--- config.mk ---
export PLATFORM = sky130hd
export DESIGN_NAME = seg_scan_driver
export DESIGN_NICKNAME = d
export VERILOG_FILES = /design/src/rtl/seg_pkg.sv /design/src/rtl/seg7_decode.sv /design/src/rtl/seg_scan_driver.sv
export SDC_FILE = /design/constraint.sdc
export NUM_CORES = 1
export LEC_CHECK = 0
export CAP_MARGIN = 10
export CELL_PAD_IN_SITES_DETAIL_PLACEMENT = 1
export CELL_PAD_IN_SITES_GLOBAL_PLACEMENT = 1
export CORE_MARGIN = 2
export CORE_UTILIZATION = 37
export CTS_CLUSTER_SIZE = 12
export DETAILED_ROUTE_END_ITERATION = 10
export HOLD_SLACK_MARGIN = 0.12
export PLACE_DENSITY = 0.78
export SYNTH_ARGS = -nofsm -noshare
export SYNTH_HDL_FRONTEND = slang
export SYNTH_HIERARCHICAL = 1
export SYNTH_SLANG_ARGS = --single-unit
--- constraint.sdc ---
create_clock -name clk -period 7.1 [get_ports clk]
set_input_delay 0.71 -clock clk [delete_from_list [all_inputs] [get_ports clk]]
set_output_delay 0.71 -clock clk [all_outputs]
set_load 0.05 [all_outputs]
--- src/rtl/seg_pkg.sv ---
// -----------------------------------------------------------------------------
// seg_pkg
// Shared constants for 7-segment display users: digit count, the "all off"
// patterns for the active-low digit selects and active-high segments, and the
// hex segment codes ({a,b,c,d,e,f,g} on bits [6:0]).
// Also provides a helper that builds the one-cold digit select for an index.
// -----------------------------------------------------------------------------
`timescale 1ns/1ps
package seg_pkg;

    localparam int         NUM_DIGITS = 8;
    localparam logic [6:0] SEG_OFF    = 7'b0000000;
    localparam logic [7:0] DIGIT_OFF  = 8'hFF;

    localparam logic [6:0] SEG_HEX_0 = 7'b1111110;
    localparam logic [6:0] SEG_HEX_1 = 7'b0110000;
    localparam logic [6:0] SEG_HEX_2 = 7'b1101101;
    localparam logic [6:0] SEG_HEX_3 = 7'b1111001;
    localparam logic [6:0] SEG_HEX_4 = 7'b0110011;
    localparam logic [6:0] SEG_HEX_5 = 7'b1011011;
    localparam logic [6:0] SEG_HEX_6 = 7'b1011111;
    localparam logic [6:0] SEG_HEX_7 = 7'b1110000;
    localparam logic [6:0] SEG_HEX_8 = 7'b1111111;
    localparam logic [6:0] SEG_HEX_9 = 7'b1111011;
    localparam logic [6:0] SEG_HEX_A = 7'b1110111;
    localparam logic [6:0] SEG_HEX_B = 7'b0011111;
    localparam logic [6:0] SEG_HEX_C = 7'b1001110;
    localparam logic [6:0] SEG_HEX_D = 7'b0111101;
    localparam logic [6:0] SEG_HEX_E = 7'b1001111;
    localparam logic [6:0] SEG_HEX_F = 7'b1000111;

    // Active-low select: all ones except the bit for the addressed digit.
    function automatic logic [7:0] digit_select(input logic [2:0] idx);
        return ~(8'b0000_0001 << idx);
    endfunction

endpackage

--- src/rtl/seg7_decode.sv ---
// -----------------------------------------------------------------------------
// seg7_decode
// Combinational hex nibble to 7-segment code, active-high segments.
// Ports:
//   nibble_i  4-bit hex value
//   seg_o     segment code {a,b,c,d,e,f,g}
// -----------------------------------------------------------------------------
`timescale 1ns/1ps
module seg7_decode
    import seg_pkg::*;
(
    input  logic [3:0] nibble_i,
    output logic [6:0] seg_o
);

    // Hex lookup into the shared segment code table.
    always_comb begin
        seg_o = SEG_OFF;
        case (nibble_i)
            4'h0:    seg_o = SEG_HEX_0;
            4'h1:    seg_o = SEG_HEX_1;
            4'h2:    seg_o = SEG_HEX_2;
            4'h3:    seg_o = SEG_HEX_3;
            4'h4:    seg_o = SEG_HEX_4;
            4'h5:    seg_o = SEG_HEX_5;
            4'h6:    seg_o = SEG_HEX_6;
            4'h7:    seg_o = SEG_HEX_7;
            4'h8:    seg_o = SEG_HEX_8;
            4'h9:    seg_o = SEG_HEX_9;
            4'hA:    seg_o = SEG_HEX_A;
            4'hB:    seg_o = SEG_HEX_B;
            4'hC:    seg_o = SEG_HEX_C;
            4'hD:    seg_o = SEG_HEX_D;
            4'hE:    seg_o = SEG_HEX_E;
            4'hF:    seg_o = SEG_HEX_F;
            default: seg_o = SEG_OFF;
        endcase
    end

endmodule

--- src/rtl/seg_scan_driver.sv ---
// -----------------------------------------------------------------------------
// seg_scan_driver
// Time-multiplexes eight hex digits onto a common-select 7-segment display.
// The digit values, blank flags and leading-zero enable are captured into a
// shadow buffer once per frame (slot 0, count 0) so a frame never tears.
// Each slot begins with GUARD dark cycles to prevent ghosting.
// Ports:
//   clk        system clock
//   rst        asynchronous active-low reset
//   digits_i   digit d value in digits_i[4d+3:4d], d=0 rightmost
//   blank_i    bit d forces digit d dark
//   lz_en_i    enables leading-zero suppression
//   frame_o    one-cycle pulse after the shadow-buffer load edge
//   DIGIT      active-low digit selects, at most one low
//   SEG        active-high segments {a,b,c,d,e,f,g}
// -----------------------------------------------------------------------------
`timescale 1ns/1ps
module seg_scan_driver
    import seg_pkg::*;
#(
    parameter int SCAN_DIV = 1000,
    parameter int GUARD    = 16
) (
    input  logic        clk,
    input  logic        rst,
    input  logic [31:0] digits_i,
    input  logic [7:0]  blank_i,
    input  logic        lz_en_i,
    output logic        frame_o,
    output logic [7:0]  DIGIT,
    output logic [6:0]  SEG
);

    localparam int            CW      = $clog2(SCAN_DIV);
    localparam logic [CW-1:0] CNT_MAX = CW'(SCAN_DIV - 1);

    logic [CW-1:0] cnt_q, cnt_d;
    logic [2:0]    idx_q, idx_d;
    logic [31:0]   shadow_digits_q;
    logic [7:0]    shadow_blank_q;
    logic          shadow_lz_q;
    logic          frame_q;
    logic [7:0]    digit_q, digit_d;
    logic [6:0]    seg_q, seg_d;

    logic          load_s;
    logic          guard_s;
    logic          dark_s;
    logic [7:0]    supp_s;
    logic          above_ok_s;
    logic          nib_zero_s;
    logic [3:0]    nibble_s;
    logic [6:0]    seg_code_s;

    assign load_s   = (cnt_q == '0) && (idx_q == 3'd0);
    assign guard_s  = int'(cnt_q) < GUARD;
    assign nibble_s = shadow_digits_q[{idx_q, 2'b00} +: 4];
    assign dark_s   = shadow_blank_q[idx_q] | supp_s[idx_q];

    seg7_decode u_decode (
        .nibble_i (nibble_s),
        .seg_o    (seg_code_s)
    );

    // Slot counter and digit index advance.
    always_comb begin
        if (cnt_q == CNT_MAX) begin
            cnt_d = '0;
            idx_d = idx_q + 3'd1;
        end else begin
            cnt_d = cnt_q + CW'(1);
            idx_d = idx_q;
        end
    end

    // Leading-zero suppression, scanning from the top digit down; a digit above
    // that is either zero or blanked keeps the run of leading zeros alive.
    always_comb begin
        above_ok_s = 1'b1;
        nib_zero_s = 1'b0;
        supp_s     = 8'b0000_0000;
        for (int d = NUM_DIGITS - 1; d >= 1; d--) begin
            nib_zero_s = (shadow_digits_q[4*d +: 4] == 4'h0);
            supp_s[d]  = shadow_lz_q & above_ok_s & nib_zero_s;
            above_ok_s = above_ok_s & (nib_zero_s | shadow_blank_q[d]);
        end
    end

    // Next display outputs from the current (pre-edge) slot state.
    always_comb begin
        if (guard_s || dark_s) begin
            digit_d = DIGIT_OFF;
            seg_d   = SEG_OFF;
        end else begin
            digit_d = digit_select(idx_q);
            seg_d   = seg_code_s;
        end
    end

    // Scan state, frame-synchronous shadow buffer and registered outputs.
    always_ff @(posedge clk or negedge rst) begin
        if (!rst) begin
            cnt_q           <= '0;
            idx_q           <= 3'd0;
            shadow_digits_q <= 32'h0000_0000;
            shadow_blank_q  <= 8'hFF;
            shadow_lz_q     <= 1'b0;
            frame_q         <= 1'b0;
            digit_q         <= DIGIT_OFF;
            seg_q           <= SEG_OFF;
        end else begin
            cnt_q   <= cnt_d;
            idx_q   <= idx_d;
            frame_q <= load_s;
            digit_q <= digit_d;
            seg_q   <= seg_d;
            if (load_s) begin
                shadow_digits_q <= digits_i;
                shadow_blank_q  <= blank_i;
                shadow_lz_q     <= lz_en_i;
            end else begin
                shadow_digits_q <= shadow_digits_q;
                shadow_blank_q  <= shadow_blank_q;
                shadow_lz_q     <= shadow_lz_q;
            end
        end
    end

    assign frame_o = frame_q;
    assign DIGIT   = digit_q;
    assign SEG     = seg_q;

endmodule

==> summary.txt, run 1 <==
Status: finished, final reports clean
Chip Width: 104.3 µm
Ys async rst share: 100.0%
Routed len/inst: 16.21 µm
CP required: 7.33 ns
Post-synth EDFFs: 0
DRC Markers: 0
Most used DFF post-synth: dfrtp_1
Post-DP HPWL: 5.692 mm
Die H: 104.3 µm
GR Overflow Total: 0
Crit path max-delay cell type: dfrtp_1
Nature of the critical path endpoint: register
First-pass GRT wire length: 13.28 mm
Max Freq: 0.3391 GHz
CP arrival: 3.18 ns
Synth area leaders: dfrtp_1, mux2_4, dfstp_2, mux4_2, ha_1
Slew HR: 43.05%
WS Path Type: register to register
Num rows: 36
Final-stage net count: 394
Hold crit path type: register to register
Final period utilization: 41.54%
Vias: 2362
Worst-path cell chain: mux4_2, nand2_1, nand2_1, inv_1, ha_1, inv_1, mux4_1, and3_1
Total CTS buffers: 9
DRT iter0 DRCs: 57
Crit path max-delay family: multiplexers
Worst setup SP type: register
1st-pass router iterations: 4
MaxCap Viol Count: 0
Fin worst setup slack: 4.151 ns
Initial Util: 38.04%
Power Total: 0.8448 mW
CTS tree: built
Syn-to-layout area delta: 21.60%
Yosys top cell area share: 36.34%
Vias/cell: 4.983
Synth warn: 6
FF+latch count, synth: 70
Largest net degree at the start of global routing: 71
Area leader, netlist: dfrtp_1
Final setup TNS: 0 ns
DRT antenna net count: 0
Maximum vdd drop: 0.1269 mV
Final slew viol count: 0
Worst slack at placement: 4.157 ns
Seq/Total Area, Yosys: 47.64%
Leakage: 1.990 nW
# placed instances: 458
Synthesized instance count: 280
Final setup vio count: 0
Cell variety after synth: 44
Clock Skew: 0.01211 ns
Final wirelength: 7.683 mm
Hold-fix buffers, CTS: 0
IO Port Bufs: 58
Clock tree buffer depth: 2
Vias in the first global route: 2640
Clock Pin Slew Worst Setup and Hold Paths: 0.08 ns
Initial antenna violation count: 0
Design Area, Final: 0.004522 mm²
Core area: 0.009774 mm²
Worst Tran Pin Value: 0.8542 ns
Total GRT Usage: 15.26%
Clk Latency, worst-skew pair: 0.35 ns
Post-CTS Setup Inserts: 0
RePlAce Congestion: 0.7788
Synth Cell Area: 0.003719 mm²
Final hold violations: 0
RSZ-0062 raised after global routing: false
Die ar.: 0.01087 mm²
Final cell count without fillers: 474
Diodes inserted: 0
PwrDens: 186.8 mW/mm²
Minimum clock period: 2.949 ns
Sink Count: 70
Root buffer cell: clkbuf_8
CP max FO: 19
Syn avg cell area: 13.28 µm²
Placement Cell Area: 0.004323 mm²
Total nets after synthesis: 338
Max incr delay on CP: 0.90 ns
Share of cells above drive strength 1: 27.57%
H-tree depth: 3
CP Buf/Inv Count: 2
Post-CTS sizing: 0
IO Pins: 59
==> logic make-up (layout without fill, tap and decap cells) <==
group | Yosys count | after routing | share of synthesized area (%)
AO/OA/AOI/OAI | 24 | 24 | 4.240
XOR/XNOR | 7 | 7 | 1.649
adder cells (fa/ha/maj) | 15 | 15 | 5.047
buffers and inverters | 26 | 87 | 5.215
flip-flops | 70 | 70 | 47.64
multiplexers | 58 | 58 | 24.50
AND/OR/NAND/NOR | 80 | 80 | 11.71
==> area by class of cell <==
type / count / area [µm²]
clock inverter: 6 / 61.31
clock buffer: 10 / 137.6
fill: 1052 / 5253
timing repair buffer: 60 / 590.6
inverter: 11 / 41.29
sequential: 70 / 1772
tap: 133 / 166.4
multi-input combinational: 184 / 1753
==> cell usage in the layout, fill, tap and decap left out, types with 2 or more instances in the layout <==
cell,netlist,routed
nand2_1,22,22
nor4_1,7,7
ha_1,15,15
inv_1,11,11
o211ai_1,2,2
clkdlybuf4s50_1,0,57
nor2_1,13,13
nand4_1,2,2
and3_1,7,7
mux2_2,5,5
o21ai_0,5,5
nor3_1,3,3
clkinv_2,0,3
dfstp_2,16,16
mux2_4,39,39
clkbuf_8,0,10
dfrtp_1,54,54
mux4_2,9,9
nor2b_1,4,4
buf_4,0,2
nand3_1,12,12
xor2_1,2,2
a21oi_1,7,7
nor4_2,3,3
mux2i_1,4,4
xnor2_1,5,5
==> through the flow <==
| step | hold slack, ns | util, % |
|---|---|---|
| finish | 0.4857 | 46.26 |
| global route | 0.5285 | 46.26 |
| CTS | 0.4918 | 46.26 |
| detailed placement | 0.4817 | 44.23 |
| floorplan | 0.4144 | - |
| global placement | 0.4765 | 44.23 |
==> state kept, by name (all words and copies together) (netlist names) <==
| name | flops |
|---|---|
| DIGIT | 8 |
| frame_o | 1 |
| idx_q | 3 |
| shadow_blank_q | 8 |
| SEG | 7 |
| shadow_digits_q | 32 |
| cnt_q | 10 |
| shadow_lz_q | 1 |
==> final timing paths <==
kind / startpoint / to / slack, ns / cells past startpoint
min in group asynchronous: rst / frame_o / 0.55 / 2
setup reg to reg: idx_q[0] / SEG[3] / 4.15 / 8
setup / recovery: idx_q[0] / SEG[3] / 4.15 / 8
hold reg to reg: cnt_q[0] / cnt_q[0] / 0.49 / 1
max in group asynchronous: rst / SEG[2] / 5.99 / 2
hold / removal: cnt_q[0] / cnt_q[0] / 0.49 / 1
==> synthesized netlist by cell type, types with 5 or more instances <==
cell and count:
inv_1 11, xnor2_1 5, nand3_1 12, mux4_2 9
dfrtp_1 54, a21oi_1 7, o21ai_0 5, nand2_1 22
mux2_4 39, ha_1 15, and3_1 7, mux2_2 5
buf_2 7, nor2_1 13, nor4_1 7, dfstp_2 16
==> power breakdown <==
group	switching (mW)	internal [mW]	leakage [nW]
Combinational	0.0396	0.0537	1.07
Sequential	0.0131	0.416	0.821
Clock	0.152	0.170	0.102
Total	0.204	0.640	1.99
==> per-layer routing <==
metal / wire length, µm / vias to the layer above / global-route usage [%]
met5: 0 / - / 0
li1: - / 1114 / -
met4: 71 / 0 / 4.344
met3: 314 / 5 / 3.446
met1: 3605 / 1186 / 20.30
met2: 3691 / 57 / 25.09
(Power assumes the default switching activity.)
==> run 2: changes to the inputs <==
==> constraint.sdc (replaced) <==
create_clock -name clk -period 2.9 [get_ports clk]
set_input_delay 0.29 -clock clk [delete_from_list [all_inputs] [get_ports clk]]
set_output_delay 0.29 -clock clk [all_outputs]
set_load 0.05 [all_outputs]
==> run 2 against run 1 <==
  * Sequential share of layout area decreased by 0.79 points
  * Register-to-register slack got worse by 3.8 ns
  * First-iteration DRC count increased by 49%
  * Power increased to 2.7 times the previous value
  * Clock skew decreased by 0.00080 ns
  * Highest routed layer unchanged
  * Routed wire length increased by 7.2%
  * Global-route usage increased by 0.74 points
  * Sequential cell count unchanged
  * Non-clock buffer count increased by 5
  * Clock power increased to 3.0 times the previous value
  * Largest cell class unchanged
  * Sequential power increased by 140%
==> summary.txt, run 2 (synthesized netlist as in run 1, its figures left out) <==
Largest register FFs: 32
PwrDens: 487.1 mW/mm²
Slew HR: 57.04%
Most common cell after layout, fill and taps aside: clkdlybuf4s50_1
Final slew viol count: 0
Vias: 2394
Top reg by flops: shadow_digits_q
Hold crit path type: primary input to async pin
Clock Pin Slew Worst Setup and Hold Paths: 0.08 ns
Clock Skew: 0.01131 ns
Clock tree buffer depth: 2
Worst R2R Setup Slack: 0.31 ns
# placed instances: 462
Worst Tran Pin Value: 0.6444 ns
Maximum vdd drop: 0.2472 mV
Max incr delay on CP: 0.73 ns
Diodes inserted: 0
WS Path Type: register to register
Met1 WL: 3.727 mm
Minimum clock period: 2.593 ns
Flop pwr share: 46.8%
Final setup vio count: 0
H-tree depth: 3
Num rows: 36
Fin worst setup slack: 0.3073 ns
CP max FO: 17
Switching power: 0.5232 mW
GR Overflow Total: 0
Routed len/inst: 17.20 µm
MaxCap Viol Count: 0
Total CTS buffers: 9
Die ar.: 0.01087 mm²
IO Port Bufs: 58
Internal power: 1.725 mW
Final setup TNS: 0 ns
Largest regs: shadow_digits_q x32, cnt_q x10
Final period utilization: 89.40%
Power share of the clock group: 42.8%
Die H: 104.3 µm
DRT iter0 DRCs: 85
Post-CTS sizing: 0
CTS tree: built
DRC Markers: 0
Final-stage net count: 399
1st-pass router iterations: 4
Final wirelength: 8.237 mm
Crit path max-delay cell type: dfrtp_1
First-pass GRT wire length: 13.59 mm
Max Freq: 0.3857 GHz
Hold-fix buffers, CTS: 1
Worst slack at placement: 0.3213 ns
Combinational share of power: 10.4%
Vias/cell: 4.998
RePlAce Congestion: 0.7917
RSZ-0062 raised after global routing: false
Final cell count without fillers: 479
Nature of the critical path endpoint: register
Vias in the first global route: 2635
Clk Latency, worst-skew pair: 0.36 ns
Core area: 0.009774 mm²
WL met3: 361 µm
Share of cells above drive strength 1: 28.03%
Total GRT Usage: 15.99%
Status: finished, final reports clean
Sink Count: 70
Crit path max-delay family: multiplexers
Final hold violations: 0
IO Pins: 59
Final Core Density: 47.21%
Largest net degree at the start of global routing: 43
Initial antenna violation count: 0
Highest routed layer: met4
Worst-path cell chain: mux4_2, nand2_1, nand2_1, inv_1, ha_1, inv_1, mux4_1, and3_1
Fill cells: 1030
Initial Util: 38.04%
Commonest cells after routing, fill and taps aside: clkdlybuf4s50_1, dfrtp_1, mux2_4
CP arrival: 2.84 ns
Chip Width: 104.3 µm
Post-CTS Setup Inserts: 0
Metal2 WL: 4.014 mm
Post-DP HPWL: 5.981 mm
Root buffer cell: clkbuf_8
Worst setup SP type: register
Syn-to-layout area delta: 24.09%
CP required: 3.15 ns
Leakage: 2.035 nW
Sw Ratio: 23.27%
DRT antenna net count: 0
CP Buf/Inv Count: 2
[run 2: cell count changes in the layout (fill, tap and decap cells not counted)]
cell / previous run / this run
buf_12: 0 / 1
buf_4: 2 / 5
bufinv_16: 1 / 3
clkbuf_1: 0 / 1
clkbuf_8: 10 / 9
clkinv_2: 3 / 1
dlygate4sd3_1: 0 / 1
[run 2: metal layers]
layer | vias up | global-route usage, %
li1 | 1123 | -
met1 | 1191 | 20.04
met2 | 68 | 26.97
met3 | 12 | 3.822
met4 | 0 | 5.792
met5 | - | 0
[run 2: cell type report]
| class | instances | area, µm² | area share [%] |
|---|---|---|---|
| Timing Repair Buffer | 65 | 643.1 | 13.94 |
| Tap cell | 133 | 166.4 | 3.606 |
| Multi-Input combinational cell | 184 | 1753 | 37.99 |
| Sequential cell | 70 | 1772 | 38.39 |
| Inverter | 11 | 41.29 | 0.8948 |
| Clock inverter | 6 | 111.4 | 2.413 |
| Clock buffer | 10 | 127.6 | 2.766 |
[run 2: path summary, 6_finish.rpt]
kind	startpoint	end	cells after the start
max in group asynchronous	rst	shadow_blank_q[3]	3
max	idx_q[1]	SEG[3]	8
min	rst	shadow_digits_q[27]	2
min in group clk	cnt_q[0]	cnt_q[0]	1
min reg2reg	cnt_q[0]	cnt_q[0]	1
max reg2reg	idx_q[1]	SEG[3]	8
[run 2: stage by stage]
stage               area (µm²)  hold WS, ns  power, mW
floorplan                 3719    -0.005591      1.180
global placement          4365       0.3348      1.297
detailed placement        4365       0.3410      1.306
CTS                       4614       0.4860      2.265
global route              4614       0.5308      2.330
finish                    4614       0.4761      2.248
[run 2: power groups by stage]
stage          Clock, mW  Sequential, mW  Combinational (mW)
6_report           0.961            1.05               0.234
5_1_grt             1.02            1.06               0.252
4_1_cts            0.975            1.05               0.237
3_5_place_dp           0            1.07               0.235
3_3_place_gp           0            1.07               0.228
2_1_floorplan          0            1.09              0.0946
[run 2: worst register-to-register path, stage by stage (launching register included)]
cell	delay, ns
dfrtp_1	0.73
mux4_2	0.40
nand2_1	0.08
nand2_1	0.14
inv_1	0.16
ha_1	0.28
inv_1	0.07
mux4_1	0.48
and3_1	0.16
==> run 3: changes to the inputs <==
--- a/config.mk
+++ b/config.mk
@@ -12,7 +12,6 @@
 export CORE_UTILIZATION = 37
 export CTS_CLUSTER_SIZE = 12
 export DETAILED_ROUTE_END_ITERATION = 10
-export HOLD_SLACK_MARGIN = 0.12
 export PLACE_DENSITY = 0.78
 export SYNTH_ARGS = -nofsm -noshare
 export SYNTH_HDL_FRONTEND = slang
==> results of run 3 <==
No change in the layout: final DEF, timing and power equal those of run 2.
